<file path="src/rtl/rmm_pkg.sv">
// ------------------------------------------------------------------
// rmm_pkg : shared types and helpers for the radix-4 multiplier slice
// Revision: 1.0
// ------------------------------------------------------------------
`default_nettype none

package rmm_pkg;

    typedef enum logic [1:0] {
        IDLE = 2'd0,
        BUSY = 2'd1,
        DONE = 2'd2
    } rmm_state_e;

    localparam int RMM_W_DEFAULT = 8;

    // Bit position of the partial product of digit pair (i, j).
    function automatic int digit_shift(input int i, input int j);
        return 2 * (i + j);
    endfunction

endpackage

`default_nettype wire

</file>
<file path="src/rtl/rmme2.sv">
// ------------------------------------------------------------------
// rmme2 : 2-bit x 2-bit partial-product cell with exponent-mode flags
// Revision: 1.0
// ------------------------------------------------------------------
`default_nettype none

module rmme2 (
    input  logic [1:0] A,
    input  logic [1:0] B,
    output logic [3:0] PP,
    output logic       EMax,
    output logic       OE1,
    output logic       OE2
);

    assign PP   = {2'b00, A} * {2'b00, B};
    assign OE1  = |A;
    assign OE2  = |B;
    assign EMax = (A > B);

endmodule

`default_nettype wire

</file>
<file path="src/rtl/rmm_seq_ctrl.sv">
// ------------------------------------------------------------------
// rmm_seq_ctrl : iterative W x W unsigned multiplier over one rmme2 cell
// Revision: 1.0
// ------------------------------------------------------------------
`default_nettype none

module rmm_seq_ctrl
    import rmm_pkg::*;
#(
    parameter int W = RMM_W_DEFAULT
) (
    input  logic           clk,
    input  logic           rst_n,
    input  logic           in_valid,
    output logic           in_ready,
    input  logic [W-1:0]   in_a,
    input  logic [W-1:0]   in_b,
    output logic           out_valid,
    input  logic           out_ready,
    output logic [2*W-1:0] out_p,
    output logic           busy
);

    localparam int  N    = W / 2;
    localparam int  NN   = N * N;
    localparam int  KW   = $clog2(NN);
    localparam int  IW   = $clog2(N);
    localparam bit  POW2 = ((N & (N - 1)) == 0);

    rmm_state_e       state_q, state_d;
    logic [W-1:0]     a_q, a_d, b_q, b_d;
    logic [2*W-1:0]   acc_q, acc_d;
    logic [IW-1:0]    w_i, w_j;
    logic             w_last, w_accept, w_step;
    logic [1:0]       w_a_dig, w_b_dig;
    logic [3:0]       w_pp;
    logic [2*W-1:0]   w_addend;
    logic             w_unused_emax, w_unused_oe1, w_unused_oe2;

    assign w_accept = (state_q == IDLE) && in_valid;
    assign w_step   = (state_q == BUSY);

    // Power-of-two digit counts let i/j be plain fields of one counter.
    generate
        if (POW2) begin : g_split_k
            logic [KW-1:0] k_q, k_d;

            always_comb begin
                k_d = k_q;
                if (w_accept)    k_d = '0;
                else if (w_step) k_d = k_q + KW'(1);
            end

            always_ff @(posedge clk) begin
                if (!rst_n) k_q <= '0;
                else        k_q <= k_d;
            end

            assign w_i    = k_q[IW-1:0];
            assign w_j    = k_q[KW-1:IW];
            assign w_last = (k_q == KW'(NN - 1));
        end else begin : g_ij_cnt
            logic [IW-1:0] i_q, i_d, j_q, j_d;

            always_comb begin
                i_d = i_q;
                j_d = j_q;
                if (w_accept) begin
                    i_d = '0;
                    j_d = '0;
                end else if (w_step) begin
                    if (i_q == IW'(N - 1)) begin
                        i_d = '0;
                        j_d = j_q + IW'(1);
                    end else begin
                        i_d = i_q + IW'(1);
                    end
                end
            end

            always_ff @(posedge clk) begin
                if (!rst_n) begin
                    i_q <= '0;
                    j_q <= '0;
                end else begin
                    i_q <= i_d;
                    j_q <= j_d;
                end
            end

            assign w_i    = i_q;
            assign w_j    = j_q;
            assign w_last = (i_q == IW'(N - 1)) && (j_q == IW'(N - 1));
        end
    endgenerate

    assign w_a_dig = 2'(a_q >> {w_i, 1'b0});
    assign w_b_dig = 2'(b_q >> {w_j, 1'b0});

    rmme2 u_cell (
        .A    (w_a_dig),
        .B    (w_b_dig),
        .PP   (w_pp),
        .EMax (w_unused_emax),
        .OE1  (w_unused_oe1),
        .OE2  (w_unused_oe2)
    );

    assign w_addend = {{(2*W-4){1'b0}}, w_pp} << digit_shift(int'(w_i), int'(w_j));

    always_comb begin
        a_d   = a_q;
        b_d   = b_q;
        acc_d = acc_q;
        if (w_accept) begin
            a_d   = in_a;
            b_d   = in_b;
            acc_d = '0;
        end else if (w_step) begin
            acc_d = acc_q + w_addend;
        end
    end

    always_ff @(posedge clk) begin
        if (!rst_n) begin
            a_q   <= '0;
            b_q   <= '0;
            acc_q <= '0;
        end else begin
            a_q   <= a_d;
            b_q   <= b_d;
            acc_q <= acc_d;
        end
    end

    always_ff @(posedge clk) begin
        if (!rst_n) state_q <= IDLE;
        else        state_q <= state_d;
    end

    always_comb begin
        state_d = state_q;
        case (state_q)
            IDLE:    if (in_valid)  state_d = BUSY;
            BUSY:    if (w_last)    state_d = DONE;
            DONE:    if (out_ready) state_d = IDLE;
            default:                state_d = IDLE;
        endcase
    end

    always_comb begin
        in_ready  = (state_q == IDLE);
        out_valid = (state_q == DONE);
        busy      = (state_q == BUSY) || (state_q == DONE);
    end

    assign out_p = acc_q;

endmodule

`default_nettype wire
</file>
<file path="config.mk">
export PLATFORM = sky130hd
export DESIGN_NAME = rmm_seq_ctrl
export DESIGN_NICKNAME = d
export VERILOG_FILES = /design/src/rtl/rmm_pkg.sv /design/src/rtl/rmme2.sv /design/src/rtl/rmm_seq_ctrl.sv
export SDC_FILE = /design/constraint.sdc
export NUM_CORES = 1
export LEC_CHECK = 0
export CORE_ASPECT_RATIO = 2
export CORE_MARGIN = 8
export CORE_UTILIZATION = 56
export CTS_BUF_LIST = sky130_fd_sc_hd__clkbuf_8
export CTS_CLUSTER_SIZE = 24
export DETAILED_ROUTE_END_ITERATION = 6
export GPL_TIMING_DRIVEN = 0
export PLACE_DENSITY = 0.82
export SETUP_SLACK_MARGIN = 0.5
export SLEW_MARGIN = 20
export SYNTH_ARGS = -nofsm -noshare
export SYNTH_HDL_FRONTEND = slang
export SYNTH_SLANG_ARGS = --single-unit
</file>
<file path="constraint.sdc">
create_clock -name clk -period 4.69 [get_ports clk]
set_input_delay 1.407 -clock clk [delete_from_list [all_inputs] [get_ports clk]]
set_output_delay 1.407 -clock clk [all_outputs]
set_load 0.05 [all_outputs]
</file>
== Word-level counts from Yosys, hierarchy flattened ==
Cells that the tools add are included.

* Logic and storage cells: 28
* Register bits: 38
* Input port bits: 20

* Bitwise gates (word level): 1
* Reduce and logical (&&, ||, !) cells: 5
* Eq/ne operators: 6
* Add/sub/neg operators: 3
* Shifts and indexed selects: 3
* Multiplexer cells: 4
* $mul: 1

{| class="wikitable"
|+ Operator list
! kind !! count
|-
| $add A16 B16 Y16 || 1
|-
| $shl A4 B4 Y16 || 1
|-
| $shr A8 B3 Y2 || 2
|-
| $mux W2 || 3
|-
| $pmux W2 S3 || 1
|-
| $add A4 B1 Y4 const B || 1
|-
| $eq A4 B4 Y1 const B || 1
|-
| $mul A2 B2 Y4 || 1
|-
| $ne A2 B2 Y1 const B || 2
|-
| $add A2 B2 Y3 || 1
|-
| $reduce_and A3 Y1 || 1
|-
| $eq A2 B1 Y1 const B || 1
|-
| $eq A2 B2 Y1 const B || 1
|-
| $logic_not A2 Y1 || 1
|-
| $ne A2 B1 Y1 const B || 1
|-
| $reduce_or A2 Y1 || 1
|-
| $logic_and A1 B1 Y1 || 1
|-
| $logic_or A1 B1 Y1 || 1
|-
| $not A1 Y1 || 1
|}

== Logic depth before layout (Yosys ltp) ==
Gate-level depths: netlist of run 1.

* Depth after elaboration: 4
* Gate-level depth with buffers: 15

== Hierarchy ==
A second synthesis of run 1 with hierarchy kept.

* Cell total of the unflattened synthesis: 326
* Area total of the unflattened synthesis: 2658.8 um^2

{| class="wikitable"
|+ Modules (own cells, without submodules)
! module !! area each (um^2) !! instances !! cells an instance
|-
| rmm_seq_ctrl || 2538.7 || 1 || 312
|-
| rmme2 || 120.1 || 1 || 14
|}

== Worst setup path after synthesis of run 1 ==
No wires, ideal clock.

* Kind: reg2reg
* Start point: register g_split_k.k_q[0]
* End point: register acc_q[14] (netlist: out_p[14])
* Stages on the path, launching flop included: 15
* Required time: 4568 ps
* Slack: 1025 ps
* Path buffers: 0
* Arrival: 3543 ps
* Period minus slack after synthesis: 3665 ps
* Path through: dfxtp_1 > mux4_2 > and2_1 > ha_1 > ha_1 > nor2b_1 > a31oi_1 > nor2_1 > ha_1 > and2b_1 > o211ai_2 > a21oi_2 > a2111oi_2 > nor3_1 > a311o_1

* Word-level cells in the longest chain between the ends: 4
* Elaborated cells on any way between the ends: 5
* Those cells by class: 2 x add/sub; 1 x mul; 2 x shift

{| class="wikitable"
|+ Ends and longest elaborated chain
! element !! line !! text
|-
| start, declared || rmm_seq_ctrl.sv:46 || <nowiki>logic [KW-1:0] k_q, k_d;</nowiki>
|-
| start signal, assigned || rmm_seq_ctrl.sv:56 || <nowiki>else k_q <= k_d;</nowiki>
|-
| $shr A8 B3 Y2 || rmm_seq_ctrl.sv:97 || <nowiki>assign w_a_dig = 2'(a_q >> {w_i, 1'b0});</nowiki>
|-
| $mul A2 B2 Y4 || rmme2.sv:16 || <nowiki>assign PP = {2'b00, A} * {2'b00, B};</nowiki>
|-
| $shl A4 B4 Y16 * || rmm_seq_ctrl.sv:109 || <nowiki>assign w_addend = {{(2*W-4){1'b0}}, w_pp} << digit_shift(int'(w_i), int'(w_j));</nowiki>
|-
| $add A16 B16 Y16 * || rmm_seq_ctrl.sv:120 || <nowiki>acc_d = acc_q + w_addend;</nowiki>
|-
| end signal, assigned || rmm_seq_ctrl.sv:128 || <nowiki>acc_q <= '0;</nowiki>
|-
| end signal, assigned || rmm_seq_ctrl.sv:132 || <nowiki>acc_q <= acc_d;</nowiki>
|-
| end, declared || rmm_seq_ctrl.sv:32 || <nowiki>logic [2*W-1:0] acc_q, acc_d;</nowiki>
|}

Every way passes the cells marked *; elsewhere a longest branch is shown, timed or not.
A chain may end at the register's enable or synchronous reset.

== Final worst setup path of run 1 ==
* Start point: register g_split_k.k_q[2]
* End point: register acc_q[15] (netlist: out_p[15])

* Word-level cells in the longest chain between the ends: 4
* Elaborated cells on any way between the ends: 5
* Those cells by class: 2 x add/sub; 1 x mul; 2 x shift

{| class="wikitable"
|+ Ends and longest elaborated chain
! element !! line !! text
|-
| $shr A8 B3 Y2 || rmm_seq_ctrl.sv:98 || <nowiki>assign w_b_dig = 2'(b_q >> {w_j, 1'b0});</nowiki>
|-
| $mul A2 B2 Y4 || rmme2.sv:16 ||
|-
| $shl A4 B4 Y16 * || rmm_seq_ctrl.sv:109 ||
|-
| $add A16 B16 Y16 * || rmm_seq_ctrl.sv:120 ||
|}

Marked as above.

==> metrics, run 1 <==
Worst Tran Pin Value 680 ps; fin crit period 3980 ps; total CTS buffers 5; Routed Antenna Nets 0; synth warn 0; final std cell area, no fill 3160 um^2; post-synthesis compound-gate area fraction 0.212; post-route setup TNS 0 ps; Mapped Area 2600 um^2; CORE AREA 4550 um^2; period utilization 0.849; adder-cell share of the synthesized area 0.131; Highest Clock Rate 0.251 GHz; Final WS setup 709 ps; CTS max path bufs 2; worst skew pair latency 300 ps; worst-path maximum fanout 6; first-pass GRT wire length 11600 um; Final Util 0.695; initial antenna violation count 0; Die X 64.2 um; n_diodes 0; row count 35; main flop type after synthesis dfxtp_1; mux contribution to synthesized area 0.0655; status completed; Area contributors post-synth dfxtp_1 (29%), ha_1 (12%), nand2_1 (7.4%); Max IR drop VDD 0.248 mV; Post-Syn Nets 364; CP Capture Type flop; PD cells 248 nW/um^2; port buffer count 38; xor and xnor area share after synthesis 0.0270; Required @ worst endpoint 4920 ps; startpoint type of the worst setup path flop; RSZ-0062 raised after global routing no; Final Max Slew Viols 0; Slew HR 0.547; count of clock tree sinks 38; Die Ht 112 um; largest family of logic cells by synthesized area simple AND/OR/NAND/NOR gates; Setup Fix Bufs, Post-CTS 0; cell accounting for the most synthesized area dfxtp_1; Critical Path AT 4210 ps; post-synthesis cell type count 49; Worst Setup Path Type flop to flop; # nets final 409; pre-CTS setup slack 511 ps; gr ovfl total 0; routed wire length 6960 um; largest net degree at the start of global routing 13; HPWL after detailed placement 5580 um; DRC violation count after routing 0; clock-pin slew on the worst setup and hold paths 80 ps; total global-route track usage 0.198; sequential share of the synthesized area 0.293; syn avg cell area 8.17 um^2; share of cells above drive strength 1 0.0714; placed instance area 3050 um^2; Syn Inst Count 318; Final setup viols 0; #FFs+latches synth 38; Final Hold Fails 0; Worst Skew 8.64 ps; initial core utilization 0.570; HP Class flop to flop; Root Driver clkbuf_8; vias in the first global route 2620; die area 7210 um^2; total I/O pin count 39; Async S/R FF share, synth 0; fillers 387; P&R area growth vs syn 21.8%; post-synth top area share 0.293; Placer Congestion 0.908; Post-Synth Simple-Gate Area 0.235; Leak 1.24 nW; via count 2498; DR iter-0 viols 101; CTS tree yes; WL/cell 16.6 um; Final Power 0.000786 W; H-tree depth 2; Via density 5.96; DRT Pass-1 Iters 4; Post-synth EDFFs 0; maxcap violations 0
## sequential cells by signal, summed over array words and instances (netlist names)
name and count:
out_p 16, a_q 8, b_q 8, g_split_k.k_q 4, state_q 2
## metal layers
metal | up-vias | wire length, um | GRT usage
met4 | 0 | 386 | 0.129
met1 | 1186 | 2420 | 0.174
met5 | - | 0 | 0
met2 | 68 | 3920 | 0.383
met3 | 23 | 240 | 0.0349
li1 | 1221 | - | -
## cell families (layout without fill, tap and decap cells)
logic type	Yosys count	in the layout
multiplexers	12	12
AO/OA/AOI/OAI	76	76
XOR/XNOR	8	8
AND/OR/NAND/NOR	133	133
adder cells (fa/ha/maj)	26	26
buffers and inverters	25	71
flip-flops	38	38
## synthesized netlist by cell type, types with 3 or more instances
cell / number
nand3_1: 11
a31oi_1: 4
clkbuf_1: 10
o21ai_0: 5
and3_1: 4
inv_1: 11
mux4_2: 4
dfxtp_1: 38
xnor2_1: 6
o22ai_1: 4
ha_1: 24
a21boi_1: 7
a21o_1: 4
o21ai_1: 3
a21boi_0: 9
mux2i_1: 8
a211oi_1: 4
nor3_1: 8
o211ai_1: 4
nand2b_1: 3
and2_1: 8
nor2b_1: 6
a21oi_1: 13
nor2_1: 32
nand2_1: 51
or3_1: 3
## per-stage QoR
stage          cells  hold WS, ps
4_1_cts          419          458
3_3_place_gp     411          444
6_report         419          453
5_1_grt          419          485
3_5_place_dp     411          451
2_1_floorplan    318          432
## where the power goes
part / switching [W] / internal, W
Clock: 0.000124 / 0.000118
Combinational: 0.000119 / 0.0000709
Sequential: 0.0000133 / 0.000341
## path summary, 6_finish.rpt
kind         depth (start not counted)             start   endpoint  slack, ps
max                                 14  g_split_k.k_q[2]  out_p[15]        710
min                                  2            b_q[7]     b_q[7]        450
max reg2reg                         14  g_split_k.k_q[2]  out_p[15]        710
min reg2reg                          2            b_q[7]     b_q[7]        450
## cells in the final DEF, fill, tap and decap left out, drive strengths merged, types with 3 or more instances in the layout
cell | netlist | layout
a21oi | 15 | 15
nand2 | 51 | 51
mux4 | 4 | 4
nand3 | 11 | 11
a21o | 4 | 4
a2111oi | 3 | 3
or3 | 3 | 3
clkbuf | 10 | 16
inv | 11 | 11
buf | 3 | 3
o211ai | 5 | 5
and2 | 8 | 8
o21ai | 8 | 8
and3 | 4 | 4
ha | 24 | 24
nand2b | 3 | 3
a211oi | 4 | 4
nor2 | 32 | 32
mux2i | 8 | 8
nor2b | 6 | 6
dfxtp | 38 | 38
xnor2 | 6 | 6
nor3 | 8 | 8
a21boi | 16 | 16
clkdlybuf4s50 | 0 | 38
o22ai | 4 | 4
a31oi | 4 | 4
## final cells by class
class | instances | area [um^2] | share of cell area
plain buffers | 13 | 50.0 | 0.0158
clock buffers | 6 | 82.6 | 0.0261
clock inverters | 2 | 12.5 | 0.00395
inverters | 12 | 45.0 | 0.0142
multi-input cells | 255 | 1760 | 0.557
flip-flops and latches | 38 | 763 | 0.241
well taps | 55 | 68.8 | 0.0217
repair buffers | 38 | 380 | 0.120
## worst max-delay path: stages (launching register included)
cell      delay [ps]
dfxtp_2          420
mux4_2           580
and2_1           170
ha_1             190
ha_1             300
nor2b_1          150
a31oi_2          240
nor2_1           100
ha_1             350
a21oi_1          100
a21oi_1          420
o211ai_1         200
and4_4           220
or3_1            340
a21oi_1          120
## repair_timing
action                                  in CTS  in global routing
pin swaps                                    0                  0
hold buffers                                 0                  0
endpoints found under the setup margin       1                  4
resized for setup                            1                  5
No activity file was read; power rests on OpenSTA's default activity.
==> inputs of run 2 (changes only) <==
--- a/config.mk
+++ b/config.mk
@@ -7,12 +7,12 @@
 export LEC_CHECK = 0
 export CORE_ASPECT_RATIO = 2
 export CORE_MARGIN = 8
-export CORE_UTILIZATION = 56
+export CORE_UTILIZATION = 51
 export CTS_BUF_LIST = sky130_fd_sc_hd__clkbuf_8
 export CTS_CLUSTER_SIZE = 24
 export DETAILED_ROUTE_END_ITERATION = 6
 export GPL_TIMING_DRIVEN = 0
-export PLACE_DENSITY = 0.82
+export PLACE_DENSITY = 0.79
 export SETUP_SLACK_MARGIN = 0.5
 export SLEW_MARGIN = 20
 export SYNTH_ARGS = -nofsm -noshare
==> constraint.sdc (replaced) <==
create_clock -name clk -period 3.57 [get_ports clk]
set_input_delay 1.071 -clock clk [delete_from_list [all_inputs] [get_ports clk]]
set_output_delay 1.071 -clock clk [all_outputs]
set_load 0.05 [all_outputs]
==> run 2 against run 1 <==
  * The run now ends with negative setup slack left
  * Count of clock-buffer cells in the layout is 1 lower
  * Die area increased by 7.9%
  * Combinational power grew 43%
  * Largest cell class unchanged
  * Final cell count grew 6.4%
  * Non-clock buffer count grew 24
==> metrics, run 2 (synthesis gave the netlist of run 1 again) <==
status finished with violations (was completed); violated checks negative setup slack; worst skew pair latency 310 ps (was 300 ps); CORE AREA 5050 um^2 (was 4550 um^2); Final Max Slew Viols 0 (unchanged); DRT Pass-1 Iters 5 (was 4); Final Non-Filler Cells 446 (was 419); Routed Antenna Nets 0 (unchanged); PD cells 303 nW/um^2 (was 248 nW/um^2); fin crit period 3670 ps (was 3980 ps); Die X 66.5 um (was 64.2 um); H-tree depth 2 (unchanged); total CTS buffers 5 (unchanged); port buffer count 38 (unchanged); CTS tree yes (unchanged); n_diodes 0 (unchanged); Die Ht 117 um (was 112 um); worst-path maximum fanout 4 (was 6); first-pass GRT wire length 12100 um (was 11600 um); CP Capture Type flop (unchanged); most frequent cells in the layout nand2_1 (48), clkdlybuf4s50_1 (38), dfxtp_1 (35), nor2_1 (27), buf_4 (21) (was nand2_1 (51), clkdlybuf4s50_1 (38), dfxtp_1 (36), nor2_1 (32), ha_1 (24)); startpoint type of the worst setup path flop (unchanged); worst-path cell chain mux4_2 -> and2_4 -> ha_4 -> ha_4 -> nor2b_4 -> a31oi_4 -> buf_6 -> nor3_4 -> ha_4 -> nor2_1 -> a311oi_2 -> o211ai_1 -> and4_4 -> or3_4 -> a21oi_2 (was mux4_2 -> and2_1 -> ha_1 -> ha_1 -> nor2b_1 -> a31oi_2 -> nor2_1 -> ha_1 -> a21oi_1 -> a21oi_1 -> o211ai_1 -> and4_4 -> or3_1 -> a21oi_1); Final setup viols 1 (was 0); Placer Congestion 0.879 (was 0.908); Highest Clock Rate 0.272 GHz (was 0.251 GHz); max reg flops 16 (unchanged); Largest stage delay, worst path 520 ps (was 580 ps); placed cells 414 (was 411); beginning of the worst hold path b_q[3] (was b_q[7]); Max IR drop VDD 0.316 mV (was 0.248 mV); Via density 5.98 (was 5.96); period utilization 1.03 (was 0.849); share of cells above drive strength 1 0.258 (was 0.0714); Critical Path AT 3920 ps (was 4210 ps); total global-route track usage 0.198 (about the same); commonest non-fill, non-tap cell in the layout nand2_1 (unchanged); Leak 1.39 nW (was 1.24 nW); hold_buf cts 0 (unchanged); vias in the first global route 2680 (was 2620); Final WS setup -104 ps (was 709 ps); Worst Tran Pin Value 736 ps (was 680 ps); Reg-to-Reg Start g_split_k.k_q[0] (was g_split_k.k_q[2]); WL/cell 17.9 um (was 16.6 um); Slowest-stage cell, CP mux4_2 (unchanged); die area 7770 um^2 (was 7210 um^2); HP Class flop to flop (unchanged); Min Hold Slack 460 ps (was 453 ps); via count 2667 (was 2498); Root Driver clkbuf_8 (unchanged); HPWL after detailed placement 5230 um (was 5580 um); Required @ worst endpoint 3820 ps (was 4920 ps); Worst Setup Path Type flop to flop (unchanged); Slew HR 0.509 (was 0.547); Worst Skew 9.67 ps (was 8.64 ps); post-route setup TNS -104 ps (was 0 ps); maxcap violations 0 (unchanged); placed instance area 3100 um^2 (was 3050 um^2); row count 37 (was 35); largest net degree at the start of global routing 14 (was 13); worst setup path start g_split_k.k_q[0] (was g_split_k.k_q[2]); DRC violation count after routing 0 (unchanged); P&R area growth vs syn 43.0% (was 21.8%); Final Hold Fails 0 (unchanged); final std cell area, no fill 3710 um^2 (was 3160 um^2); clock-pin slew on the worst setup and hold paths 90 ps (was 80 ps); total I/O pin count 39 (unchanged); CP top delay family simple AND/OR/NAND/NOR gates (was compound AO/OA/AOI/OAI gates); gr ovfl total 0 (unchanged); CTS max path bufs 2 (unchanged); initial core utilization 0.515 (was 0.570); crit path buf inv count 1 (was 0); count of clock tree sinks 38 (unchanged); initial antenna violation count 0 (unchanged); RSZ-0062 raised after global routing yes (was no); DR iter-0 viols 201 (was 101); # nets final 433 (was 409); routed wire length 8000 um (was 6960 um); most used cell, CP ha_4
[run 2: cell types whose count changed in the layout (fill, tap and decap cells not counted), moves of 4 or more]
cell	previous run	this run
buf_4	0	21
ha_1	24	16
a21oi_1	13	7
ha_4	0	6
a21oi_2	1	6
nor2_1	32	27
buf_6	0	4
nor2_2	0	4
o21ai_0	5	1
o21ai_2	0	4
[run 2: repair_timing]
item | in CTS | in global routing
pin swaps | 27 | 12
setup endpoints to repair | 13 | 14
setup buffers | 16 | 8
resized for setup | 46 | 29
[run 2: layout make-up]
class                   count  area [um^2]
fillers                   335         1330
clock buffers               5         68.8
flip-flops and latches     38          769
repair buffers             62          572
clock inverters             3         45.0
multi-input cells         255         2080
well taps                  58         72.6
inverters                  12         45.0
plain buffers              13         58.8
[run 2: per-stage QoR]
stage | setup slack (ps) | total power, W | util
3_5_place_dp | -344 | 0.000726 | 0.614
2_1_floorplan | 34.5 | 0.000640 | -
4_1_cts | 30.3 | 0.00112 | 0.701
5_1_grt | -213 | 0.00117 | 0.736
3_3_place_gp | -248 | 0.000718 | 0.614
6_report | -104 | 0.00113 | 0.736
[run 2: worst min-delay path, delay by kind of cell (launching register included)]
kind	cells	cell delay (ps)
AO/OA/AOI/OAI	1	50
flip-flops	1	320
AND/OR/NAND/NOR	1	50
[run 2: power breakdown]
part	internal, W	leakage, nW	switching [W]
registers	0.000447	0.311	0.0000178
clock network	0.000208	0.0504	0.000182
logic	0.000105	1.03	0.000167
total	0.000761	1.39	0.000367
[run 2: final timing paths]
| path | endpoint | slack, ps | cells after the start |
|---|---|---|---|
| min | b_q[3] | 460 | 2 |
| min reg2reg | b_q[3] | 460 | 2 |
| max reg2reg | out_p[15] | -100 | 15 |
| max | out_p[15] | -100 | 15 |
[run 2: metal layers]
metal	up-vias	GRT usage	wire, um
met3	36	0.0410	433
met5	-	0	0
met4	0	0.106	293
met1	1250	0.209	3110
li1	1264	-	-
met2	117	0.350	4170
==> inputs of run 3 (changes only) <==
--- a/config.mk
+++ b/config.mk
@@ -7,14 +7,14 @@
 export LEC_CHECK = 0
 export CORE_ASPECT_RATIO = 2
 export CORE_MARGIN = 8
-export CORE_UTILIZATION = 51
+export CORE_UTILIZATION = 59
 export CTS_BUF_LIST = sky130_fd_sc_hd__clkbuf_8
 export CTS_CLUSTER_SIZE = 24
 export DETAILED_ROUTE_END_ITERATION = 6
 export GPL_TIMING_DRIVEN = 0
-export PLACE_DENSITY = 0.79
-export SETUP_SLACK_MARGIN = 0.5
+export PLACE_DENSITY = 0.86
 export SLEW_MARGIN = 20
 export SYNTH_ARGS = -nofsm -noshare
 export SYNTH_HDL_FRONTEND = slang
 export SYNTH_SLANG_ARGS = --single-unit
+export TNS_END_PERCENT = 20
==> constraint.sdc (replaced) <==
create_clock -name clk -period 4.55 [get_ports clk]
set_input_delay 1.365 -clock clk [delete_from_list [all_inputs] [get_ports clk]]
set_output_delay 1.365 -clock clk [all_outputs]
set_load 0.05 [all_outputs]
==> run 3 against run 2 <==
  * The run now ends clean
  * Fmax fell by 11%
  * Routed wire length fell by 11%
  * Sequential cell count did not move
  * Critical endpoint is now out_p[14]
  * Total power fell by 18%
  * Core utilization rose by 0.58 points
  * Sequential share of layout area rose by 3.1 points
==> metrics, run 3 (synthesis gave the netlist of run 1 again) <==
Slew HR 0.501 (was 0.509); CTS tree yes (unchanged); Comb power frac 0.214 (was 0.242); CP Capture Type flop (unchanged); Placer Congestion 0.965 (was 0.879); CTS max path bufs 2 (unchanged); P&R area growth vs syn 22.7% (was 43.0%); row count 34 (was 37); Highest Clock Rate 0.242 GHz (was 0.272 GHz); initial antenna violation count 0 (unchanged); met2 wire length 3980 um (was 4170 um); area of the multi-input gates 1740 um^2 (was 2080 um^2); post_cts resized 0 (was 46); sequential standard cell area 761 um^2 (was 769 um^2); Via density 5.99 (was 5.98); Reg power frac 0.398 (was 0.413); CP Depth 14 (was 15); via count 2505 (was 2667); R2R depth 14 (was 15); fin crit period 4140 ps (was 3670 ps); Setup Fix Bufs, Post-CTS 0 (was 16); CP top delay family compound AO/OA/AOI/OAI gates (was simple AND/OR/NAND/NOR gates); worst-path cell chain mux4_2 -> and2_1 -> ha_1 -> ha_1 -> nor2b_1 -> a31oi_1 -> nor2_1 -> ha_1 -> and2b_1 -> o211ai_2 -> a21oi_2 -> a2111oi_2 -> nor3_1 -> a311o_1 (was mux4_2 -> and2_4 -> ha_4 -> ha_4 -> nor2b_4 -> a31oi_4 -> buf_6 -> nor3_4 -> ha_4 -> nor2_1 -> a311oi_2 -> o211ai_1 -> and4_4 -> or3_4 -> a21oi_2); count of clock tree sinks 38 (unchanged); Worst Setup Path Type flop to flop (unchanged); switching pwr 0.000262 W (was 0.000367 W); Root Driver clkbuf_8 (unchanged); Worst Skew 6.64 ps (was 9.67 ps); gr ovfl total 0 (unchanged); Routed Antenna Nets 0 (unchanged); DRC violation count after routing 0 (unchanged); largest net degree at the start of global routing 13 (was 14); total global-route track usage 0.217 (was 0.198); Die Ht 110 um (was 117 um); DRT Pass-1 Iters 4 (was 5); port buffer count 38 (unchanged); crit path buf inv count 0 (was 1); Sw Share 0.285 (was 0.325); Die X 62.9 um (was 66.5 um); Final Hold Fails 0 (unchanged); HPWL after detailed placement 5590 um (was 5230 um); vias in the first global route 2686 (was 2680); Met1 Wirelength 2500 um (was 3110 um); period utilization 0.910 (was 1.03); fillers 335 (unchanged); RSZ-0062 raised after global routing no (was yes); WHS Path Cells 2 (unchanged); initial core utilization 0.605 (was 0.515); commonest non-fill, non-tap cell in the layout nand2_1 (unchanged); met3 WL post-DR 222 um (was 433 um); hold_buf cts 0 (unchanged); Final Max Slew Viols 0 (unchanged); status completed (was finished with violations); Clk network pwr share 0.388 (was 0.346); total I/O pin count 39 (unchanged); routed wire length 7150 um (was 8000 um); total CTS buffers 5 (unchanged); first-pass GRT wire length 12100 um (about the same); HP Class flop to flop (unchanged); Final Util 0.742 (was 0.736); Critical Path AT 4320 ps (was 3920 ps); DR iter-0 viols 121 (was 201); most used cell, CP ha_1 (was ha_4); most frequent cells in the layout nand2_1 (51), dfxtp_1 (38), clkdlybuf4s50_1 (38), nor2_1 (32), ha_1 (24) (was nand2_1 (48), clkdlybuf4s50_1 (38), dfxtp_1 (35), nor2_1 (27), buf_4 (21)); Leak 1.26 nW (was 1.39 nW); n_diodes 0 (unchanged); maxcap violations 0 (unchanged); H-tree depth 2 (unchanged); worst-path maximum fanout 6 (was 4); Slowest-stage cell, CP mux4_2 (unchanged); startpoint type of the worst setup path flop (unchanged); post-route setup TNS 0 ps (was -104 ps); Max IR drop VDD 0.342 mV (was 0.316 mV); Final setup viols 0 (was 1); Min Hold Slack 456 ps (was 460 ps); PD cells 289 nW/um^2 (was 303 nW/um^2); # nets final 409 (was 433); clock-pin slew on the worst setup and hold paths 80 ps (was 90 ps); Largest stage delay, worst path 570 ps (was 520 ps); die area 6910 um^2 (was 7770 um^2); Worst Tran Pin Value 749 ps (was 736 ps); share of cells above drive strength 1 0.0604 (was 0.258); CORE AREA 4300 um^2 (was 5050 um^2); final std cell area, no fill 3190 um^2 (was 3710 um^2); Int Pwr 0.000659 W (was 0.000761 W); placed instance area 3050 um^2 (was 3100 um^2); worst skew pair latency 290 ps (was 310 ps); WL/cell 17.1 um (was 17.9 um); max reg flops 16 (unchanged); Required @ worst endpoint 4730 ps (was 3820 ps); highest routed metal layer met4 (unchanged); Final Power 0.000921 W (was 0.00113 W)
==> run 3: worst register-to-register path, stage by stage (launching register included) <==
cell and delay, ps:
dfxtp_1 520, mux4_2 570, and2_1 160, ha_1 190, ha_1 290, nor2b_1 140
a31oi_1 340, nor2_1 90, ha_1 330, and2b_1 210, o211ai_2 180, a21oi_2 140
a2111oi_2 420, nor3_1 110, a311o_1 330
==> run 3: cell type report <==
class / instances / share of cell area
Inverter: 12 / 0.0141
Multi-Input combinational cell: 255 / 0.546
Clock inverter: 2 / 0.0188
Timing Repair Buffer: 38 / 0.119
Buffer: 13 / 0.0157
Sequential cell: 38 / 0.239
Clock buffer: 6 / 0.0259
Tap cell: 54 / 0.0212
==> run 3: layer usage <==
metal  vias to the layer above  global-route usage
met2                        77               0.429
met5                         -                   0
li1                       1215                   -
met3                        37              0.0378
met4                         0               0.159
met1                      1176               0.189
==> run 3: worst paths after layout <==
kind,startpoint,endpoint,slack [ps]
hold / removal,b_q[4],b_q[4],460
hold reg to reg,b_q[4],b_q[4],460
setup / recovery,g_split_k.k_q[0],out_p[14],410
setup reg to reg,g_split_k.k_q[0],out_p[14],410
==> run 3: power groups by stage <==
stage	Combinational, W	Clock (W)	Sequential, W
3_3_place_gp	0.000191	0	0.000372
2_1_floorplan	0.000129	0	0.000372
4_1_cts	0.000197	0.000359	0.000366
5_1_grt	0.000214	0.000371	0.000369
3_5_place_dp	0.000195	0	0.000374
6_report	0.000197	0.000357	0.000366
==> run 3: through the flow <==
stage	instances	setup WS, ps
2_1_floorplan	318	885
4_1_cts	418	396
3_3_place_gp	410	457
3_5_place_dp	410	420
5_1_grt	418	137
6_report	418	410
